## src/rtl/fifo_pkg.sv

```systemverilog
// Shared constants and types for the single-clock FIFO.
// Default word/address widths, depth helper and default-sized pointer/count types.
package fifo_pkg;

  localparam int unsigned DATA_WIDTH_DEF = 8;
  localparam int unsigned ADDR_WIDTH_DEF = 4;

  function automatic int unsigned depth_of(input int unsigned addr_width);
    return 32'd1 << addr_width;
  endfunction

  typedef logic [ADDR_WIDTH_DEF-1:0] ptr_t;
  typedef logic [ADDR_WIDTH_DEF:0]   cnt_t;

endpackage

```

## src/rtl/fifo_mem.sv

```systemverilog
// FIFO storage: one synchronous write port and one unregistered read port.
// The read register lives in the parent so that it can be cleared by reset.
module fifo_mem
  import fifo_pkg::*;
#(
  parameter int unsigned DATA_WIDTH = DATA_WIDTH_DEF,
  parameter int unsigned ADDR_WIDTH = ADDR_WIDTH_DEF
) (
  input  logic                  clk,
  input  logic                  i_wr_en,
  input  logic [ADDR_WIDTH-1:0] i_wr_addr,
  input  logic [DATA_WIDTH-1:0] i_wr_data,
  input  logic [ADDR_WIDTH-1:0] i_rd_addr,
  output logic [DATA_WIDTH-1:0] o_rd_data
);

  localparam int unsigned DEPTH = depth_of(ADDR_WIDTH);

  logic [DATA_WIDTH-1:0] r_mem [DEPTH];

  always_ff @(posedge clk) begin
    if (i_wr_en) r_mem[i_wr_addr] <= i_wr_data;
  end

  assign o_rd_data = r_mem[i_rd_addr];

endmodule

```

## src/rtl/fifo.sv

```systemverilog
// Single-clock FIFO: pointers, occupancy count, registered flags and read data.
// Define FIFO_STATUS_EN to add count/overflow/underflow status outputs.
module fifo
  import fifo_pkg::*;
#(
  parameter int unsigned DATA_WIDTH = DATA_WIDTH_DEF,
  parameter int unsigned ADDR_WIDTH = ADDR_WIDTH_DEF
) (
  input  logic                  clk,
  input  logic                  rst,
  input  logic                  wr_en,
  input  logic                  rd_en,
  input  logic [DATA_WIDTH-1:0] data_in,
  output logic [DATA_WIDTH-1:0] data_out,
  output logic                  full,
`ifdef FIFO_STATUS_EN
  output logic [ADDR_WIDTH:0]   count,
  output logic                  overflow,
  output logic                  underflow,
`endif
  output logic                  empty
);

  localparam int unsigned DEPTH = depth_of(ADDR_WIDTH);
  localparam logic [ADDR_WIDTH:0] FULL_CNT = (ADDR_WIDTH+1)'(DEPTH);
  localparam logic [ADDR_WIDTH:0] ONE_CNT  = (ADDR_WIDTH+1)'(1);
  localparam logic [ADDR_WIDTH-1:0] ONE_PTR = ADDR_WIDTH'(1);

  logic [ADDR_WIDTH-1:0] r_wr_ptr;
  logic [ADDR_WIDTH-1:0] r_rd_ptr;
  logic [ADDR_WIDTH:0]   r_count;
  logic [DATA_WIDTH-1:0] r_data_out;
  logic                  r_full;
  logic                  r_empty;

  logic                  w_rd_acc;
  logic                  w_wr_acc;
  logic [ADDR_WIDTH:0]   w_count_nxt;
  logic [DATA_WIDTH-1:0] w_rd_data;

  // A full FIFO still takes a write when a read frees a slot on the same edge.
  assign w_rd_acc = rd_en && !r_empty;
  assign w_wr_acc = wr_en && (!r_full || w_rd_acc);

  always_comb begin
    w_count_nxt = r_count;
    case ({w_wr_acc, w_rd_acc})
      2'b10:   w_count_nxt = r_count + ONE_CNT;
      2'b01:   w_count_nxt = r_count - ONE_CNT;
      default: w_count_nxt = r_count;
    endcase
  end

  fifo_mem #(
    .DATA_WIDTH (DATA_WIDTH),
    .ADDR_WIDTH (ADDR_WIDTH)
  ) u_mem (
    .clk       (clk),
    .i_wr_en   (w_wr_acc),
    .i_wr_addr (r_wr_ptr),
    .i_wr_data (data_in),
    .i_rd_addr (r_rd_ptr),
    .o_rd_data (w_rd_data)
  );

  always_ff @(posedge clk or negedge rst) begin
    if (!rst) begin
      r_wr_ptr   <= '0;
      r_rd_ptr   <= '0;
      r_count    <= '0;
      r_data_out <= '0;
      r_full     <= 1'b0;
      r_empty    <= 1'b1;
    end else begin
      if (w_wr_acc) r_wr_ptr <= r_wr_ptr + ONE_PTR;
      if (w_rd_acc) begin
        r_rd_ptr   <= r_rd_ptr + ONE_PTR;
        r_data_out <= w_rd_data;
      end
      r_count <= w_count_nxt;
      r_full  <= (w_count_nxt == FULL_CNT);
      r_empty <= (w_count_nxt == '0);
    end
  end

  assign data_out = r_data_out;
  assign full     = r_full;
  assign empty    = r_empty;

`ifdef FIFO_STATUS_EN
  logic r_overflow;
  logic r_underflow;

  always_ff @(posedge clk or negedge rst) begin
    if (!rst) begin
      r_overflow  <= 1'b0;
      r_underflow <= 1'b0;
    end else begin
      r_overflow  <= wr_en && !w_wr_acc;
      r_underflow <= rd_en && r_empty;
    end
  end

  assign count     = r_count;
  assign overflow  = r_overflow;
  assign underflow = r_underflow;
`endif

endmodule

```

## config.mk

```make
export PLATFORM = sky130hd
export DESIGN_NAME = fifo
export DESIGN_NICKNAME = d
export VERILOG_FILES = /design/src/rtl/fifo_pkg.sv /design/src/rtl/fifo_mem.sv /design/src/rtl/fifo.sv
export SDC_FILE = /design/constraint.sdc
export NUM_CORES = 1
export LEC_CHECK = 0
export BUFFER_PORTS_ARGS = -buffer_cell sky130_fd_sc_hd__buf_2
export CORE_ASPECT_RATIO = 1.4
export CORE_UTILIZATION = 38
export DETAILED_ROUTE_END_ITERATION = 8
export PLACE_DENSITY = 0.62
export SETUP_SLACK_MARGIN = 0.1
export SYNTH_ARGS = -nofsm -noshare
export SYNTH_HDL_FRONTEND = slang
export SYNTH_SLANG_ARGS = --single-unit
export TNS_END_PERCENT = 100
```

## constraint.sdc

```tcl
create_clock -name clk -period 2.58 [get_ports clk]
set_clock_uncertainty 0.15 [all_clocks]
set_input_delay 0.129 -clock clk [delete_from_list [all_inputs] [get_ports clk]]
set_output_delay 0.129 -clock clk [all_outputs]
set_load 0.01 [all_outputs]
```

==> impl_metrics.env, run 1 <==
export IMPL_r2r_end="full$_DFF_PN0_"
export IMPL_coreArea_um2=15700
export IMPL_grt_max_degree=35
export IMPL_fin_crit_ps=2500
export IMPL_netlist_area_leader_share=0.625
export IMPL_multi_input_area_um2=1670
export IMPL_avgSynthCellArea_um2=19.6
export IMPL_viasPerCell=5.29
export IMPL_status="complete, no violations"
export IMPL_grt_pass1_vias=3114
export IMPL_worstSetupStartpoint="empty$_DFF_PN1_"
export IMPL_utilization=0.467
export IMPL_nets=379
export IMPL_synth_ff_type="edfxtp_1"
export IMPL_drive_gt1_frac=0.294
export IMPL_ir_drop_mv=0.880
export IMPL_yosysUniqueCellTypes=40
export IMPL_end_kind="register"
export IMPL_fin_hold_ws_ps=105
export IMPL_syn_num_nets=335
export IMPL_reg2reg_slack_ps=80
export IMPL_die_h_um=153
export IMPL_area_delta_synth_final_pct=19.0
export IMPL_yosysMostFrequentCell="edfxtp_1"
export IMPL_r2r_start="empty$_DFF_PN1_"
export IMPL_row_count=54
export IMPL_start_util=0.392
export IMPL_antenna_found_initial=0
export IMPL_mappedNetlistArea_um2=6150
export IMPL_max_freq_ghz=0.400
export IMPL_drt_iter0_markers=220
export IMPL_syn_inst=314
export IMPL_num_vias=3002
export IMPL_synth_area_leaders="edfxtp_1 62%, dfrtp_1 8.9%, mux4_2 8.8%"
export IMPL_cts_made_buffers=17
export IMPL_synthTopCellsByCount="128 x edfxtp_1, 24 x mux4_2, 22 x dfrtp_1"
export IMPL_gp_congestion=0.711
export IMPL_clock_sinks=151
export IMPL_dp_final_hpwl_mm=7.61
export IMPL_yosys_warnings=0
export IMPL_clk_pin_slew_ps=60
export IMPL_detail_route_wl_per_cell_um=21.1
export IMPL_dieArea_um2=16700
export IMPL_ant_nets=0
export IMPL_powerDensity_nw_per_um2=1140
export IMPL_root_buffer="clkbuf_16"
export IMPL_cts_tree="built"
export IMPL_power_leakage_nw=2.55
export IMPL_hold_viol=0
export IMPL_portBuffers=21
export IMPL_async_flop_share=0.152
export IMPL_yosys_area_top_type="edfxtp_1"
export IMPL_rsz0062_at_grt="true"
export IMPL_critPathCapture="full$_DFF_PN0_"
export IMPL_clkLatencyLatePin_ps=410
export IMPL_drc=0
export IMPL_maxCapViolations=0
export IMPL_synth_seq_area_share=0.719
export IMPL_slew_violations=0
export IMPL_cts_path_max_buffers=2
export IMPL_drt_total_wl_mm=11.9
export IMPL_setup_viol=0
export IMPL_startpoint_type="register"
export IMPL_min_path_type="in2async"
export IMPL_fillers=1329
export IMPL_tightest_slew_ps=587
export IMPL_grt_util_all_layers=0.155
export IMPL_diodes=0
export IMPL_ys_ff_latch=151
export IMPL_design_portCount=22
export IMPL_die_w_um=110
export IMPL_r2r_cells=10
export IMPL_required_ps=2780
export IMPL_seqCellArea_um2=4420
export IMPL_grt_overflow=0
export IMPL_crit_arrival_ps=2700
export IMPL_grt_pass1_wl_mm=18.2
export IMPL_synth_edff_count=128
export IMPL_worstSetupPathType="reg2reg"
export IMPL_fin_crit_sh=0.969
export IMPL_first_pass_iters=4
export IMPL_ctsHtreeMaxLevel=4
export IMPL_maxSlewHeadroom=0.608
export IMPL_cp_max_fo=6
through the flow:
stage               area (um^2)  std cells  worst slack (ps)  TNS (ps)  total power, mW
detailed placement         6540        521              87.4         0             5.67
finish                     7320        567              80.1         0             8.31
global route               7320        567             -23.9     -35.8             8.69
global placement           6540        521               177         0             5.59
CTS                        7260        562              78.5         0             8.33
floorplan                  6210        314              85.3         0             4.98
power by group:
part,switching (mW),total (mW),leakage [nW],internal [mW]
Sequential,0.273,3.32,1.43,3.04
Clock,0.928,2.64,0.301,1.72
Combinational,1.15,2.35,0.818,1.20
registers in the layout (all words and copies together) (netlist names):
| name | cells |
|---|---|
| full | 1 |
| r_wr_ptr | 4 |
| u_mem.r_mem | 128 |
| r_rd_ptr | 4 |
| data_out | 8 |
| empty | 1 |
| r_count | 5 |
critical path, cell delays in order, from the launching register on:
cell	delay [ps]
dfstp_2	520
nand2b_4	150
clkinvlp_4	130
ha_4	200
xor2_1	160
ha_2	200
a21oi_2	130
mux2i_1	230
xnor2_1	120
a311o_1	330
nor2b_1	120
logic make-up after synthesis:
kind of cell | synth area share
AOI/OAI and AO/OA | 0.0256
xor gates and xnor gates | 0.0171
adders and majority gates | 0.0183
buffers and inverters | 0.0189
DFF | 0.719
muxes | 0.153
and+or+nand+nor | 0.0484
cell usage in the layout, fill, tap and decap left out, types with 9 or more instances in the layout:
cell           instances
dlygate4sd3_1          9
buf_2                 21
buf_4                  9
mux2i_1                9
mux2_2                 9
edfxtp_1             128
nor3_1                 9
mux4_2                24
dfrtp_1               21
and2_1                13
clkbuf_16             17
nand2_1                9
worst min path at each step:
stage	end	slack, ps	from	cells after the start
final	data_out[5]$_DFFE_PN0P_	100	rst	2
after global routing	r_rd_ptr[1]$_DFFE_PN0P_	130	rd_en	6
after CTS	r_rd_ptr[1]$_DFFE_PN0P_	40	rd_en	5
after detailed placement	data_out[5]$_DFFE_PN0P_	10	rst	1
after global placement	data_out[7]$_DFFE_PN0P_	5	rst	1
after floorplan	data_out[0]$_DFFE_PN0P_	-320	rst	0
cell type report:
class	instances	area share
Inverter	4	0.00256
Timing Repair Buffer	43	0.0448
Clock buffer	20	0.0596
Clock inverter	12	0.0273
Tap cell	196	0.0335
Multi-Input combinational cell	141	0.228
Sequential cell	151	0.604
routing by layer:
layer	global-route usage	vias to the layer above	part of all wire
met2	0.266	63	0.54
met1	0.188	1567	0.41
met3	0.0321	15	0.029
met5	0	-	0
met4	0.0603	0	0.017
li1	-	1357	-
repair_timing:
item | CTS | global route
pin swaps | 0 | 2
setup endpoints to repair | 1 | 3
hold buffers | 9 | 0
resized for setup | 0 | 4
hold endpoints to repair | 151 | 0
setup buffers | 0 | 5
No activity file was read; power rests on OpenSTA's default activity.
==> run 2, diff against run 1 <==
SYNTH_HIERARCHICAL = 1   (was default)
==> impl_metrics.env, run 2 <==
export IMPL_status="complete, no violations"
export IMPL_row_count=54
export IMPL_detail_route_wl_per_cell_um=19.2
export IMPL_fin_crit_ps=2440
export IMPL_area_delta_synth_final_pct=20.3
export IMPL_start_util=0.390
export IMPL_ant_nets=0
export IMPL_fin_crit_sh=0.948
export IMPL_grt_max_degree=36
export IMPL_power_leakage_nw=2.56
export IMPL_regMostFlops="u_mem/r_mem"
export IMPL_maxCapViolations=0
export IMPL_yosys_area_top_type="edfxtp_1"
export IMPL_synthTopCellsByCount="128 x edfxtp_1, 22 x dfrtp_1, 18 x mux4_2"
export IMPL_dieArea_um2=16500
export IMPL_root_buffer="clkbuf_16"
export IMPL_layout_commonest_cell="edfxtp_1"
export IMPL_grt_pass1_wl_mm=17.3
export IMPL_synth_ff_type="edfxtp_1"
export IMPL_setup_ws_ps=135
export IMPL_dp_final_hpwl_mm=7.40
export IMPL_startpoint_type="register"
export IMPL_powerDensity_nw_per_um2=1100
export IMPL_required_ps=2780
export IMPL_diodes=0
export IMPL_num_vias=3046
export IMPL_met1Wirelength_mm=4.73
export IMPL_tns_ps=0
export IMPL_portBuffers=21
export IMPL_drc=0
export IMPL_cts_path_max_buffers=2
export IMPL_grt_pass1_vias=3127
export IMPL_hold_viol=0
export IMPL_ctsHtreeMaxLevel=4
export IMPL_crit_chain="nor2b_4 -> buf_12 -> ha_4 -> xor2_1 -> ha_2 -> o21a_2 -> o21a_1 -> o32ai_1 -> xor2_1 -> nor2b_1"
export IMPL_layout_common_cells="128 x edfxtp_1, 24 x buf_4, 22 x buf_2, 21 x dfrtp_1, 18 x mux4_2"
export IMPL_syn_inst=309
export IMPL_rsz0062_at_grt="true"
export IMPL_gp_congestion=0.714
export IMPL_end_kind="register"
export IMPL_avgSynthCellArea_um2=19.7
export IMPL_ys_ff_latch=151
export IMPL_antenna_found_initial=0
export IMPL_largest_register_ffs=128
export IMPL_clkLatencyLatePin_ps=410
export IMPL_ir_drop_mv=1.01
export IMPL_nets=393
export IMPL_coreArea_um2=15600
export IMPL_drive_gt1_frac=0.299
export IMPL_clk_pin_slew_ps=60
export IMPL_die_h_um=152
export IMPL_r2r_cells=10
export IMPL_maxSlewHeadroom=0.516
export IMPL_syn_num_nets=327
export IMPL_crit_slowest_cell="dfstp_2"
export IMPL_cts_made_buffers=17
export IMPL_async_flop_share=0.152
export IMPL_clock_sinks=151
export IMPL_worstSetupPathType="reg2reg"
export IMPL_drt_iter0_markers=207
export IMPL_grt_overflow=0
export IMPL_viasPerCell=5.22
export IMPL_crit_arrival_ps=2640
export IMPL_crit_path_max_incr_delay_ps=550
export IMPL_crit_top_cell="xor2_1"
export IMPL_synth_edff_count=128
export IMPL_dp_slack_ps=58.4
export IMPL_grt_util_all_layers=0.147
export IMPL_drt_total_wl_mm=11.2
export IMPL_die_w_um=109
export IMPL_first_pass_iters=4
export IMPL_wl_met3_um=264
export IMPL_highest_signal_layer="met4"
export IMPL_synth_seq_area_share=0.727
export IMPL_met2RoutedLength_mm=6.06
export IMPL_setup_viol=0
export IMPL_yosysUniqueCellTypes=41
export IMPL_yosysMostFrequentCell="edfxtp_1"
export IMPL_mappedNetlistArea_um2=6080
export IMPL_cts_tree="built"
export IMPL_design_portCount=22
export IMPL_netlist_area_leader_share=0.632
export IMPL_cp_max_fo=6
export IMPL_synth_area_leaders="edfxtp_1 63%, dfrtp_1 9.0%, mux4_2 6.7%"
export IMPL_max_freq_ghz=0.409
export IMPL_min_path_type="in2async"
export IMPL_yosys_warnings=6
export IMPL_tightest_slew_ps=725
export IMPL_slew_violations=0
[run 2: changes by cell type after synthesis, moves of 7 or more]
cell	before	now
a22oi_1	0	16
and2_1	13	1
nor2_1	5	16
a221o_1	8	0
mux2i_1	9	1
nand2_1	9	17
clkbuf_1	9	2
[run 2: cell type report]
class,count,area (um^2)
repair buffers,60,470
well taps,196,245
clock inverters,11,126
fillers,1286,8290
clock buffers,21,440
flip-flops and latches,151,4420
inverters,2,7.51
multi-input cells,143,1600
[run 2: worst max-delay path, delay by kind of cell (launching register included)]
kind	cells	cell delay, ps
AO/OA/AOI/OAI	3	540
XOR/XNOR	2	410
adder cells (fa/ha/maj)	2	380
buffers and inverters	1	130
flip-flops	1	550
AND/OR/NAND/NOR	2	210
[run 2: repair_timing]
item,CTS,global route
gates resized for setup,2,3
endpoints found under the setup margin,2,2
buffers inserted,0,6
pin swaps,1,2
hold buffers,10,0
endpoints found under the hold margin,152,0
[run 2: cell families (layout without fill, tap and decap cells)]
| logic type | after synthesis | in the layout | share of synthesized area |
|---|---|---|---|
| DFF | 151 | 151 | 0.727 |
| buffers and inverters | 15 | 94 | 0.0179 |
| xor gates and xnor gates | 12 | 12 | 0.0173 |
| and+or+nand+nor | 58 | 58 | 0.0496 |
| muxes | 43 | 43 | 0.147 |
| AOI/OAI and AO/OA | 24 | 24 | 0.0290 |
| adders and majority gates | 6 | 6 | 0.0123 |
[run 2: through the flow]
stage | power [mW] | std cells | hold WS [ps] | instance area, um^2 | util
finish | 8.07 | 584 | 85.7 | 7320 | 0.469
global route | 8.48 | 584 | 142 | 7320 | 0.469
CTS | 8.06 | 578 | 83.0 | 7250 | 0.465
detailed placement | 5.69 | 536 | -12.0 | 6570 | 0.421
global placement | 5.60 | 536 | -22.7 | 6570 | 0.421
floorplan | 4.96 | 309 | -317 | 6120 | -
[run 2: worst paths after layout]
check	startpoint	end	slack [ps]
worst max-delay path	empty$_DFF_PN1_	full$_DFF_PN0_	140
worst min-delay path	rst	r_count[4]$_DFF_PN0_	90
worst max register to register	empty$_DFF_PN1_	full$_DFF_PN0_	140
worst min register to register	data_out[5]$_DFFE_PN0P_	data_out[5]$_DFFE_PN0P_	340
max in group asynchronous	rst	r_rd_ptr[0]$_DFFE_PN0P_	1800
min in group clk	rd_en	r_rd_ptr[0]$_DFFE_PN0P_	180
[run 2: where the power goes]
part / internal [mW] / switching, mW / total [mW] / leakage [nW]
Clock: 1.43 / 0.939 / 2.36 / 0.264
Combinational: 1.20 / 1.17 / 2.38 / 0.867
Sequential: 3.06 / 0.269 / 3.33 / 1.43
[run 2: metal layers]
metal | vias up | GRT usage
met1 | 1589 | 0.175
met2 | 56 | 0.257
met4 | 0 | 0.0588
met3 | 12 | 0.0295
met5 | - | 0
li1 | 1389 | -
==> run 3, diff against run 2 <==
PLACE_DENSITY = 0.6   (was 0.62)
==> impl_metrics.env, run 3 (same netlist as run 2, synthesis figures left out) <==
export IMPL_max_freq_ghz=0.410
export IMPL_clock_sinks=151
export IMPL_grt_pass1_vias=3151
export IMPL_ctsHtreeMaxLevel=4
export IMPL_grt_util_all_layers=0.149
export IMPL_tightest_slew_ps=680
export IMPL_cp_max_fo=6
export IMPL_hold_viol=0
export IMPL_tns_ps=0
export IMPL_setup_viol=0
export IMPL_portBuffers=21
export IMPL_cts_made_buffers=17
export IMPL_layout_common_cells="128 x edfxtp_1, 22 x buf_2, 22 x buf_4, 21 x dfrtp_1, 18 x mux4_2"
export IMPL_fin_crit_sh=0.946
export IMPL_layout_commonest_cell="edfxtp_1"
export IMPL_startpoint_type="register"
export IMPL_drt_total_wl_mm=11.3
export IMPL_worstSetupPathType="reg2reg"
export IMPL_grt_max_degree=36
export IMPL_num_vias=3065
export IMPL_die_h_um=152
export IMPL_fillers=1278
export IMPL_clkLatencyLatePin_ps=420
export IMPL_crit_arrival_ps=2640
export IMPL_min_path_type="in2async"
export IMPL_die_w_um=109
export IMPL_coreArea_um2=15600
export IMPL_clk_pin_slew_ps=70
export IMPL_regMostFlops="u_mem/r_mem"
export IMPL_crit_slowest_cell="dfstp_2"
export IMPL_maxSlewHeadroom=0.545
export IMPL_antenna_found_initial=0
export IMPL_dieArea_um2=16500
export IMPL_rsz0062_at_grt="true"
export IMPL_root_buffer="clkbuf_16"
export IMPL_ir_drop_mv=1.01
export IMPL_gp_congestion=0.708
export IMPL_detail_route_wl_per_cell_um=19.5
export IMPL_first_pass_iters=4
export IMPL_slew_violations=0
export IMPL_crit_chain="nor2b_4 -> buf_4 -> ha_4 -> buf_2 -> nand3_2 -> nand4_4 -> or4b_1 -> a311o_1 -> nor2b_1"
export IMPL_cpLargestDelayFamily="simple AND/OR/NAND/NOR gates"
export IMPL_grt_overflow=0
export IMPL_cts_path_max_buffers=2
export IMPL_powerDensity_nw_per_um2=1110
export IMPL_fin_crit_ps=2440
export IMPL_end_kind="register"
export IMPL_required_ps=2780
export IMPL_largest_register_ffs=128
export IMPL_row_count=54
export IMPL_start_util=0.390
export IMPL_area_delta_synth_final_pct=20.4
export IMPL_viasPerCell=5.28
export IMPL_dp_final_hpwl_mm=7.24
export IMPL_drc=0
export IMPL_drive_gt1_frac=0.307
export IMPL_crit_path_max_incr_delay_ps=550
export IMPL_maxCapViolations=0
export IMPL_cts_tree="built"
export IMPL_ant_nets=0
export IMPL_status="complete, no violations"
export IMPL_diodes=0
export IMPL_placed_area_um2=6540
export IMPL_design_portCount=22
export IMPL_nets=389
export IMPL_grt_pass1_wl_mm=17.6
export IMPL_drt_iter0_markers=143
export IMPL_multi_input_area_um2=1620
export IMPL_finalInstanceArea_um2=7320
export IMPL_power_leakage_nw=2.57
export IMPL_seqCellArea_um2=4420
export IMPL_cp_num_buf_inv=2
-- run 3: cell count changes in the layout (fill, tap and decap cells not counted), sizes merged --
| cell | previous run | this run |
|---|---|---|
| buf | 50 | 46 |
| bufinv | 2 | 3 |
| clkbuf | 21 | 17 |
| clkinv | 4 | 3 |
| clkinvlp | 4 | 2 |
| inv | 3 | 9 |
-- run 3: worst paths after layout --
kind                                               from                 endpoint  slack (ps)  cells after the start
worst max-delay path                    empty$_DFF_PN1_           full$_DFF_PN0_         140                      9
worst min-delay path                                rst           full$_DFF_PN0_          70                      2
worst max register to register          empty$_DFF_PN1_           full$_DFF_PN0_         140                      9
worst min register to register  data_out[6]$_DFFE_PN0P_  data_out[6]$_DFFE_PN0P_         330                      1
max in group asynchronous                           rst  r_rd_ptr[0]$_DFFE_PN0P_        1820                      2
min in group clk                                  rd_en  r_wr_ptr[1]$_DFFE_PN0P_         160                      6
-- run 3: final cells by class --
| type | count | share of cell area |
|---|---|---|
| repair buffers | 56 | 0.0567 |
| multi-input cells | 143 | 0.221 |
| well taps | 196 | 0.0335 |
| clock buffers | 17 | 0.0581 |
| flip-flops and latches | 151 | 0.604 |
| inverters | 2 | 0.00103 |
| clock inverters | 15 | 0.0261 |
-- run 3: stage by stage --
stage / setup WS [ps] / std cells / hold WS [ps] / utilization / total power, mW
after floorplan: 103 / 309 / -317 / - / 4.96
after global placement: 123 / 534 / -20.8 / 0.419 / 5.57
after detailed placement: 85.3 / 534 / -10.5 / 0.419 / 5.62
after CTS: 108 / 577 / 84.8 / 0.466 / 8.19
after global routing: 68.3 / 580 / 146 / 0.469 / 8.57
final: 138 / 580 / 72.2 / 0.469 / 8.16
-- run 3: timing repair --
item                                    CTS  global route
hold buffers                             10             0
endpoints found under the setup margin    2             2
endpoints found under the hold margin   152             0
pin swaps                                 0             2
setup buffers                             1             3
gates resized for setup                   1             5
-- run 3: report_power, final --
part	internal (mW)	switching (mW)
Sequential	3.06	0.244
Combinational	1.13	1.17
Clock	1.55	1.00
-- run 3: per-layer routing --
layer,GRT usage,share of wire
met4,0.0588,0.016
met1,0.176,0.42
met2,0.264,0.54
met3,0.0295,0.027
met5,0,0
